==> config.mk <==
export PLATFORM = sky130hd
export DESIGN_NAME = input_event_capture_flat
export DESIGN_NICKNAME = d
export VERILOG_FILES = /design/src/rtl/input_event_pkg.sv /design/src/rtl/input_event_capture_if.sv /design/src/rtl/input_event_fifo.sv /design/src/rtl/input_event_capture.sv /design/src/flat_wrapper.sv
export SDC_FILE = /design/constraint.sdc
export NUM_CORES = 2
export LEC_CHECK = 0
export ABC_AREA = 1
export CAP_MARGIN = 20
export CORE_MARGIN = 2
export CORE_UTILIZATION = 45
export CTS_BUF_LIST = sky130_fd_sc_hd__clkbuf_4 sky130_fd_sc_hd__clkbuf_8
export DETAILED_ROUTE_END_ITERATION = 7
export PLACE_DENSITY_LB_ADDON = 0.15
export SYNTH_ARGS = -nofsm -noshare
export SYNTH_HDL_FRONTEND = slang
export SYNTH_SLANG_ARGS = --single-unit
==> constraint.sdc <==
create_clock -name clk_sys -period 6.6 [get_ports clk_sys]
set_input_delay 1.32 -clock clk_sys [delete_from_list [all_inputs] [get_ports clk_sys]]
set_output_delay 1.32 -clock clk_sys [all_outputs]
set_load 0.02 [all_outputs]
==> src/rtl/input_event_pkg.sv <==
// Shared types and constants for the joystick input event logger.
package input_event_pkg;

    localparam int unsigned PLAYER_W = 3;
    localparam int unsigned BTN_W    = 32;
    localparam int unsigned STAMP_W  = 33;
    localparam logic [7:0]  DROP_MAX = 8'hFF;

    // One logged joystick change; 'stamp' holds the hps_io timestamp
    typedef struct packed {
        logic [PLAYER_W-1:0] player;
        logic [BTN_W-1:0]    buttons;
        logic [STAMP_W-1:0]  stamp;
    } input_event_t;

endpackage

==> src/rtl/input_event_capture_if.sv <==
// Read-side bus of the event FIFO: show-ahead head entry plus pop request.
interface input_event_capture_if #(
    parameter int unsigned TS_W = 33
);
    import input_event_pkg::*;

    logic                rd_en;
    logic                rd_valid;
    logic [PLAYER_W-1:0] rd_player;
    logic [BTN_W-1:0]    rd_buttons;
    logic [TS_W-1:0]     rd_time;

    modport master (
        input  rd_en,
        output rd_valid, rd_player, rd_buttons, rd_time
    );

    modport slave (
        output rd_en,
        input  rd_valid, rd_player, rd_buttons, rd_time
    );

endinterface

==> src/rtl/input_event_fifo.sv <==
// Synchronous show-ahead FIFO of input events with a registered head entry.
module input_event_fifo
    import input_event_pkg::*;
#(
    parameter int unsigned DEPTH = 16
) (
    input  logic                     clk,
    input  logic                     rst_n,
    input  logic                     clear,
    input  logic                     push,
    input  input_event_t             din,
    input  logic                     pop,
    output input_event_t             head,
    output logic [$clog2(DEPTH):0]   count,
    output logic                     full,
    output logic                     valid
);

    localparam int unsigned AW = $clog2(DEPTH);
    localparam int unsigned CW = AW + 1;

    input_event_t   mem [DEPTH];
    logic [AW-1:0]  wr_ptr;
    logic [AW-1:0]  rd_ptr;
    logic           do_push;
    logic           do_pop;
    logic [CW-1:0]  count_nxt;

    // Accepted push/pop; a full FIFO still takes a push when a pop frees the slot
    always_comb begin
        do_pop    = pop & valid & ~clear;
        do_push   = push & ~clear & (~full | do_pop);
        count_nxt = count + CW'(do_push) - CW'(do_pop);
    end

    // Storage array, no reset needed
    always_ff @(posedge clk) begin
        if (do_push) begin
            mem[wr_ptr] <= din;
        end
    end

    // Pointers, occupancy and the registered head entry
    always_ff @(posedge clk or negedge rst_n) begin
        if (!rst_n) begin
            wr_ptr <= '0;
            rd_ptr <= '0;
            count  <= '0;
            full   <= 1'b0;
            valid  <= 1'b0;
            head   <= '0;
        end else if (clear) begin
            wr_ptr <= '0;
            rd_ptr <= '0;
            count  <= '0;
            full   <= 1'b0;
            valid  <= 1'b0;
            head   <= '0;
        end else begin
            if (do_push) begin
                wr_ptr <= wr_ptr + AW'(1);
            end
            if (do_pop) begin
                rd_ptr <= rd_ptr + AW'(1);
            end
            count <= count_nxt;
            full  <= (count_nxt == CW'(DEPTH));
            valid <= (count_nxt != '0);
            if (do_pop) begin
                if (count > CW'(1)) begin
                    head <= mem[rd_ptr + AW'(1)];
                end else if (do_push) begin
                    head <= din;
                end
            end else if (do_push && (count == '0)) begin
                head <= din;
            end
        end
    end

endmodule

==> src/rtl/input_event_capture.sv <==
// Joystick change logger: round-robin scan of PLAYERS words, one event per
// cycle into a show-ahead FIFO, with sticky overflow and a saturating drop count.
// Optional macro INPUT_EVENT_MASK_EN adds player_mask to exclude players from the scan.
module input_event_capture
    import input_event_pkg::*;
#(
    parameter int unsigned PLAYERS = 6,
    parameter int unsigned DEPTH   = 16,
    parameter int unsigned TS_W    = 33
) (
    input  logic                     clk_sys,
    input  logic                     reset_n,
    input  logic [PLAYERS*32-1:0]    joystick,
    input  logic [TS_W-1:0]          timestamp,
    input  logic                     clear,
`ifdef INPUT_EVENT_MASK_EN
    input  logic [PLAYERS-1:0]       player_mask,
`endif
    input_event_capture_if.master    rd,
    output logic [$clog2(DEPTH):0]   count,
    output logic                     overflow,
    output logic [7:0]               drop_count
);

    localparam int unsigned PW = PLAYER_W;

    logic [BTN_W-1:0]   captured [PLAYERS];
    logic               primed;
    logic [PW-1:0]      ptr;
    logic [PW-1:0]      ptr_nxt;
    logic [PLAYERS-1:0] scan_en;
    logic [PLAYERS-1:0] changed;
    logic               found;
    logic [PW-1:0]      sel;
    int unsigned        idx;
    input_event_t       evt;
    input_event_t       head;
    logic               push;
    logic               drop;
    logic               fifo_full;
    logic               fifo_valid;

`ifdef INPUT_EVENT_MASK_EN
    assign scan_en = player_mask;
`else
    assign scan_en = '1;
`endif

    // Per-player change flags against the last captured word
    always_comb begin
        changed = '0;
        for (int unsigned p = 0; p < PLAYERS; p++) begin
            changed[p] = scan_en[p] & (joystick[p*BTN_W +: BTN_W] != captured[p]);
        end
    end

    // Round-robin pick of the first changed player at or after ptr
    always_comb begin
        found   = 1'b0;
        sel     = '0;
        idx     = 0;
        for (int unsigned k = 0; k < PLAYERS; k++) begin
            idx = 32'(ptr) + k;
            if (idx >= PLAYERS) begin
                idx = idx - PLAYERS;
            end
            if (!found && changed[PW'(idx)]) begin
                found = 1'b1;
                sel   = PW'(idx);
            end
        end
        ptr_nxt = (32'(sel) == PLAYERS - 1) ? '0 : sel + PW'(1);
        evt     = '{player:  sel,
                    buttons: joystick[32'(sel)*BTN_W +: BTN_W],
                    stamp:   STAMP_W'(timestamp)};
        push    = primed & found & ~clear;
        drop    = push & fifo_full & ~(rd.rd_en & fifo_valid);
    end

    // Captured words, priming flag and scan pointer
    always_ff @(posedge clk_sys or negedge reset_n) begin
        if (!reset_n) begin
            primed <= 1'b0;
            ptr    <= '0;
            for (int unsigned p = 0; p < PLAYERS; p++) begin
                captured[p] <= '0;
            end
        end else if (clear) begin
            primed <= 1'b0;
        end else if (!primed) begin
            primed <= 1'b1;
            for (int unsigned p = 0; p < PLAYERS; p++) begin
                captured[p] <= joystick[p*BTN_W +: BTN_W];
            end
        end else begin
            // Unscanned players keep tracking so re-enabling them is silent
            for (int unsigned p = 0; p < PLAYERS; p++) begin
                if (!scan_en[p]) begin
                    captured[p] <= joystick[p*BTN_W +: BTN_W];
                end
            end
            if (found) begin
                captured[sel] <= joystick[32'(sel)*BTN_W +: BTN_W];
                ptr           <= ptr_nxt;
            end
        end
    end

    // Sticky overflow and saturating drop counter
    always_ff @(posedge clk_sys or negedge reset_n) begin
        if (!reset_n) begin
            overflow   <= 1'b0;
            drop_count <= '0;
        end else if (clear) begin
            overflow   <= 1'b0;
            drop_count <= '0;
        end else if (drop) begin
            overflow <= 1'b1;
            if (drop_count != DROP_MAX) begin
                drop_count <= drop_count + 8'd1;
            end
        end
    end

    input_event_fifo #(
        .DEPTH (DEPTH)
    ) u_fifo (
        .clk   (clk_sys),
        .rst_n (reset_n),
        .clear (clear),
        .push  (push),
        .din   (evt),
        .pop   (rd.rd_en),
        .head  (head),
        .count (count),
        .full  (fifo_full),
        .valid (fifo_valid)
    );

    assign rd.rd_valid   = fifo_valid;
    assign rd.rd_player  = head.player;
    assign rd.rd_buttons = head.buttons;
    assign rd.rd_time    = TS_W'(head.stamp);

endmodule

==> src/flat_wrapper.sv <==
// flat-port wrapper written by rule: the top's interface ports become plain ports
module input_event_capture_flat import input_event_pkg::*;
#(
    parameter int unsigned PLAYERS = 6,
    parameter int unsigned DEPTH   = 16,
    parameter int unsigned TS_W    = 33
)
  (clk_sys, reset_n, joystick, timestamp, clear, count, overflow, drop_count, rd_rd_en, rd_rd_valid, rd_rd_player, rd_rd_buttons, rd_rd_time);
  input_event_capture_if #(.TS_W(TS_W)) rd_i ();
  input  logic clk_sys;
  input  logic reset_n;
  input  logic [PLAYERS*32-1:0] joystick;
  input  logic [TS_W-1:0] timestamp;
  input  logic clear;
  output logic [$clog2(DEPTH):0] count;
  output logic overflow;
  output logic [7:0] drop_count;
  input wire logic [$bits(rd_i.rd_en)-1:0] rd_rd_en;
  output wire logic [$bits(rd_i.rd_valid)-1:0] rd_rd_valid;
  output wire logic [$bits(rd_i.rd_player)-1:0] rd_rd_player;
  output wire logic [$bits(rd_i.rd_buttons)-1:0] rd_rd_buttons;
  output wire logic [$bits(rd_i.rd_time)-1:0] rd_rd_time;
  assign rd_i.rd_en = rd_rd_en;
  assign rd_rd_valid = rd_i.rd_valid;
  assign rd_rd_player = rd_i.rd_player;
  assign rd_rd_buttons = rd_i.rd_buttons;
  assign rd_rd_time = rd_i.rd_time;
  input_event_capture #(.PLAYERS(PLAYERS), .DEPTH(DEPTH), .TS_W(TS_W)) u_core (.clk_sys(clk_sys), .reset_n(reset_n), .joystick(joystick), .timestamp(timestamp), .clear(clear), .rd(rd_i), .count(count), .overflow(overflow), .drop_count(drop_count));
endmodule
==> flow_summary.yaml <==
grt:
  vias_in_the_first_global_route: 44264
  globalRoute.totalOverflow: 0
  grt_usage_pct: 27.61
  grt_pass1_wl_microns: 291300
  largest_net_degree_at_the_start_of_global_routing: 191
  antenna_found_initial: 29
pwr:
  worst_ir_drop_vdd_uv: 768.2
  power_per_unit_of_standard_cell_area_mw_per_mm2: 559.4
  p_leak_nw: 26.96
synth:
  synthDistinctLibCells: 58
  netlist_area_sq_mm: 0.06185
  netlist_instances: 5953
  synth_enable_flop_cells: 1088
  synth_seq_area_share_pct: 64.48
  avgSynthCellArea_sq_um: 10.39
  syn_nets: 6205
  synth.ff_latch_count: 1376
  synthesis.yosys.warnings: 0
  postSynth.asyncResetShare_pct: 20.93
  synth_top_flop_cell: "edfxtp_1"
timing:
  setup_viol: 0
  max_freq_ghz: 0.1831
  fin_skew_ns: 0.04799
  count_of_pins_over_their_slew_limit: 0
  fin_crit_sh_pct: 82.76
  post_route_minimum_period_ns: 5.462
  tightest_slew_ns: 1.171
  setup-tns-final_ns: 0
  final-hold-violation-count: 0
  max-slew-margin-rel_pct: 21.93
  grt_setup_unrepaired: "no"
final_layout:
  design.final.nets: 6452
  seq_area_sq_mm: 0.03989
  post_route_cells_drive_above_1_share_pct: 9.714
  count_of_fill_cells_added_during_filler_insertion: 12152
  final_std_cells_w_o_fill: 8213
  syn_to_final_growth_pct: 15.69
  multi_input_area_sq_mm: 0.01950
floorplanning:
  num_io_pins: 312
  dieArea_sq_mm: 0.1404
  start_util_pct: 45.15
  std_cell_rows: 136
  placeableCoreArea_sq_mm: 0.1370
  fp.dieW_microns: 374.7
  die_h_microns: 374.7
clock_network:
  clock_path_buffers: 3
  cts-buffers-inserted: 224
  postCtsResizedCells: 0
  cts.sinks: 1376
  cts-htree-levels: 4
  clk_pin_slew_ns: 0.06
  postCtsSetupRepairBufs: 0
  cts.hold.buffers_added: 0
  clk_root_buffer_cell: "clkbuf_8"
  clkLatencyLatePin_ns: 0.95
  cts_tree: "yes"
setup_path:
  critPathTopFamily: "simple AND/OR/NAND/NOR gates"
  r2r.worst_path.cells: 20
  cp_slowest_stage_delay_ns: 0.81
  critical_path_origin: "u_core.ptr[0]"
  critical_path.startpoint_type: "flip-flop"
  path_buf_inv: 5
  worst_setup_endpoint: "u_core.u_fifo.mem[15][6]"
  crit_end_element: "flip-flop"
  ff2ff_setup_slack_ns: 1.14
  crit_path_frequent_cell: "nand2_1"
  worstReg2RegEnd: "u_core.u_fifo.mem[15][6]"
  cp_depth: 20
  path_max_fanout: 49
  critical_path.cell_chain: "inv_2 -> ha_1 -> inv_1 -> o21ai_1 -> nand2_1 -> nand2_1 -> a21oi_1 -> inv_1 -> nand2_1 -> nand2_1 -> nand2_1 -> nand2_1 -> inv_1 -> nor2_8 -> nand3_2 -> nand3_2 -> a21oi_4 -> nand2_1 -> nor2_4 -> buf_12"
  crit_path_max_delay_cell_type: "nor2_4"
  launching_point_of_the_worst_reg2reg_path: "u_core.ptr[0]"
  path_class: "reg -> reg"
  worst_ep_required_time_ns: 7.18
  worst-endpoint-arrival_ns: 6.04
hold_path:
  class_of_the_worst_hold_path: "in -> async"
placed_design:
  dpl_wire_length_microns: 110000
  place.gp.congestion: 0.9075
  port_buffers: 311
  placedCellCount: 7768
route:
  wl_per_cell_microns: 24.03
  routed_wl_microns: 197400
  route.detailed.drc: 0
  detail-route-antenna-nets: 0
  first_pass_iters: 8
  drtIter0Drc: 5055
  dr_total_vias: 46951
  vias_per_cell: 5.717
run_status:
  outcome: "completed"
run:
  max_cap_viol_count: 0
## how the worst min path moves through the flow
stage	startpoint	endpoint	slack, ns	cells after the start
after floorplan	u_core.u_fifo.rd_ptr[3]	u_core.u_fifo.rd_ptr[3]	0.45	2
after global placement	u_core.u_fifo.head[36]	u_core.u_fifo.head[36]	0.46	2
after detailed placement	u_core.u_fifo.head[43]	u_core.u_fifo.head[43]	0.46	2
after CTS	reset_n	u_core.captured[80]	0.37	1
after global routing	reset_n	u_core.captured[80]	0.41	1
final	reset_n	u_core.captured[80]	0.37	1
## cells in the final DEF (no fill, tap or decap), types with 35 or more instances in the layout
cell type and n:
edfxtp_1 1088, a21oi_1 301, buf_4 69, nand2_1 1353, nand3_1 210, inv_1 241
nand4_1 74, o21ai_1 63, clkbuf_8 241, a211oi_1 61, xnor2_1 131, a32o_1 58
clkbuf_4 93, o22ai_1 162, clkdlybuf4s50_1 310, dfrtp_1 286, o21ai_0 527, clkinv_1 35
nor2_1 738
## synth_stat cells, types with 61 or more instances
cell	number	area share [%]
a21oi_1	301	2.4
nand4_1	74	0.75
o21ai_1	63	0.51
inv_1	242	1.5
buf_2	66	0.53
o21ai_0	527	4.3
clkbuf_1	280	1.7
edfxtp_1	1088	53
dfrtp_1	288	12
nor2_1	755	4.6
nand3_1	211	1.7
o22ai_1	162	1.6
xnor2_1	132	1.9
nand2_1	1353	8.2
a211oi_1	61	0.74
## power by group
group | internal, mW | switching [mW]
logic | 4.32 | 13.7
registers | 13.8 | 0.622
clock network | 4.05 | 3.56
## cell families (layout without fill, tap and decap cells)
family | after synthesis | count (layout) | share of synthesized area (%)
other | 0 | 26 | 0
XOR/XNOR | 140 | 140 | 2.007
adder cells (fa/ha/maj) | 23 | 23 | 0.4774
AND/OR/NAND/NOR | 2430 | 2430 | 15.83
AO/OA/AOI/OAI | 1331 | 1331 | 12.91
buffers and inverters | 653 | 1093 | 4.297
flip-flops | 1376 | 1376 | 64.48
## registers in the layout (all words and copies together), names as in the netlist
register              count
u_core.u_fifo.head       68
u_core.primed             1
u_core.captured         192
u_core.ptr                3
u_core.u_fifo.wr_ptr      4
u_core.u_fifo.full        1
u_core.u_fifo.rd_ptr      4
u_core.overflow           1
u_core.u_fifo.valid       1
u_core.u_fifo.mem      1088
u_core.u_fifo.count       5
u_core.drop_count         8
## through the flow
| stage | instance area, sq um | worst slack [ns] | utilization (%) | hold slack [ns] | power [mW] |
|---|---|---|---|---|---|
| 2_1_floorplan | 61850 | 0.3328 | - | 0.4530 | 25.44 |
| 6_report | 71550 | 1.138 | 52.24 | 0.3655 | 40.03 |
| 3_5_place_dp | 66860 | 0.5292 | 48.81 | 0.4646 | 32.27 |
| 4_1_cts | 71490 | 1.195 | 52.19 | 0.3715 | 39.92 |
| 3_3_place_gp | 66860 | 0.5500 | 48.81 | 0.4625 | 32.09 |
| 5_1_grt | 71550 | 0.8274 | 52.23 | 0.4113 | 42.10 |
## area by class of cell
cell class / count / share of cell area (%)
sequential: 1376 / 55.74
timing repair buffer: 408 / 5.865
tap: 1794 / 3.137
inverter: 266 / 1.436
antenna: 26 / 0.09093
multi-input combinational: 3924 / 27.26
clock inverter: 85 / 0.8586
clock buffer: 334 / 5.611
## per-layer routing
metal	track usage [%]	wire [microns]
met1	38.79	83670
met2	42.80	91340
met3	4.292	14660
met4	11.61	7653
met5	0	27
No activity file was read; power rests on OpenSTA's default activity.
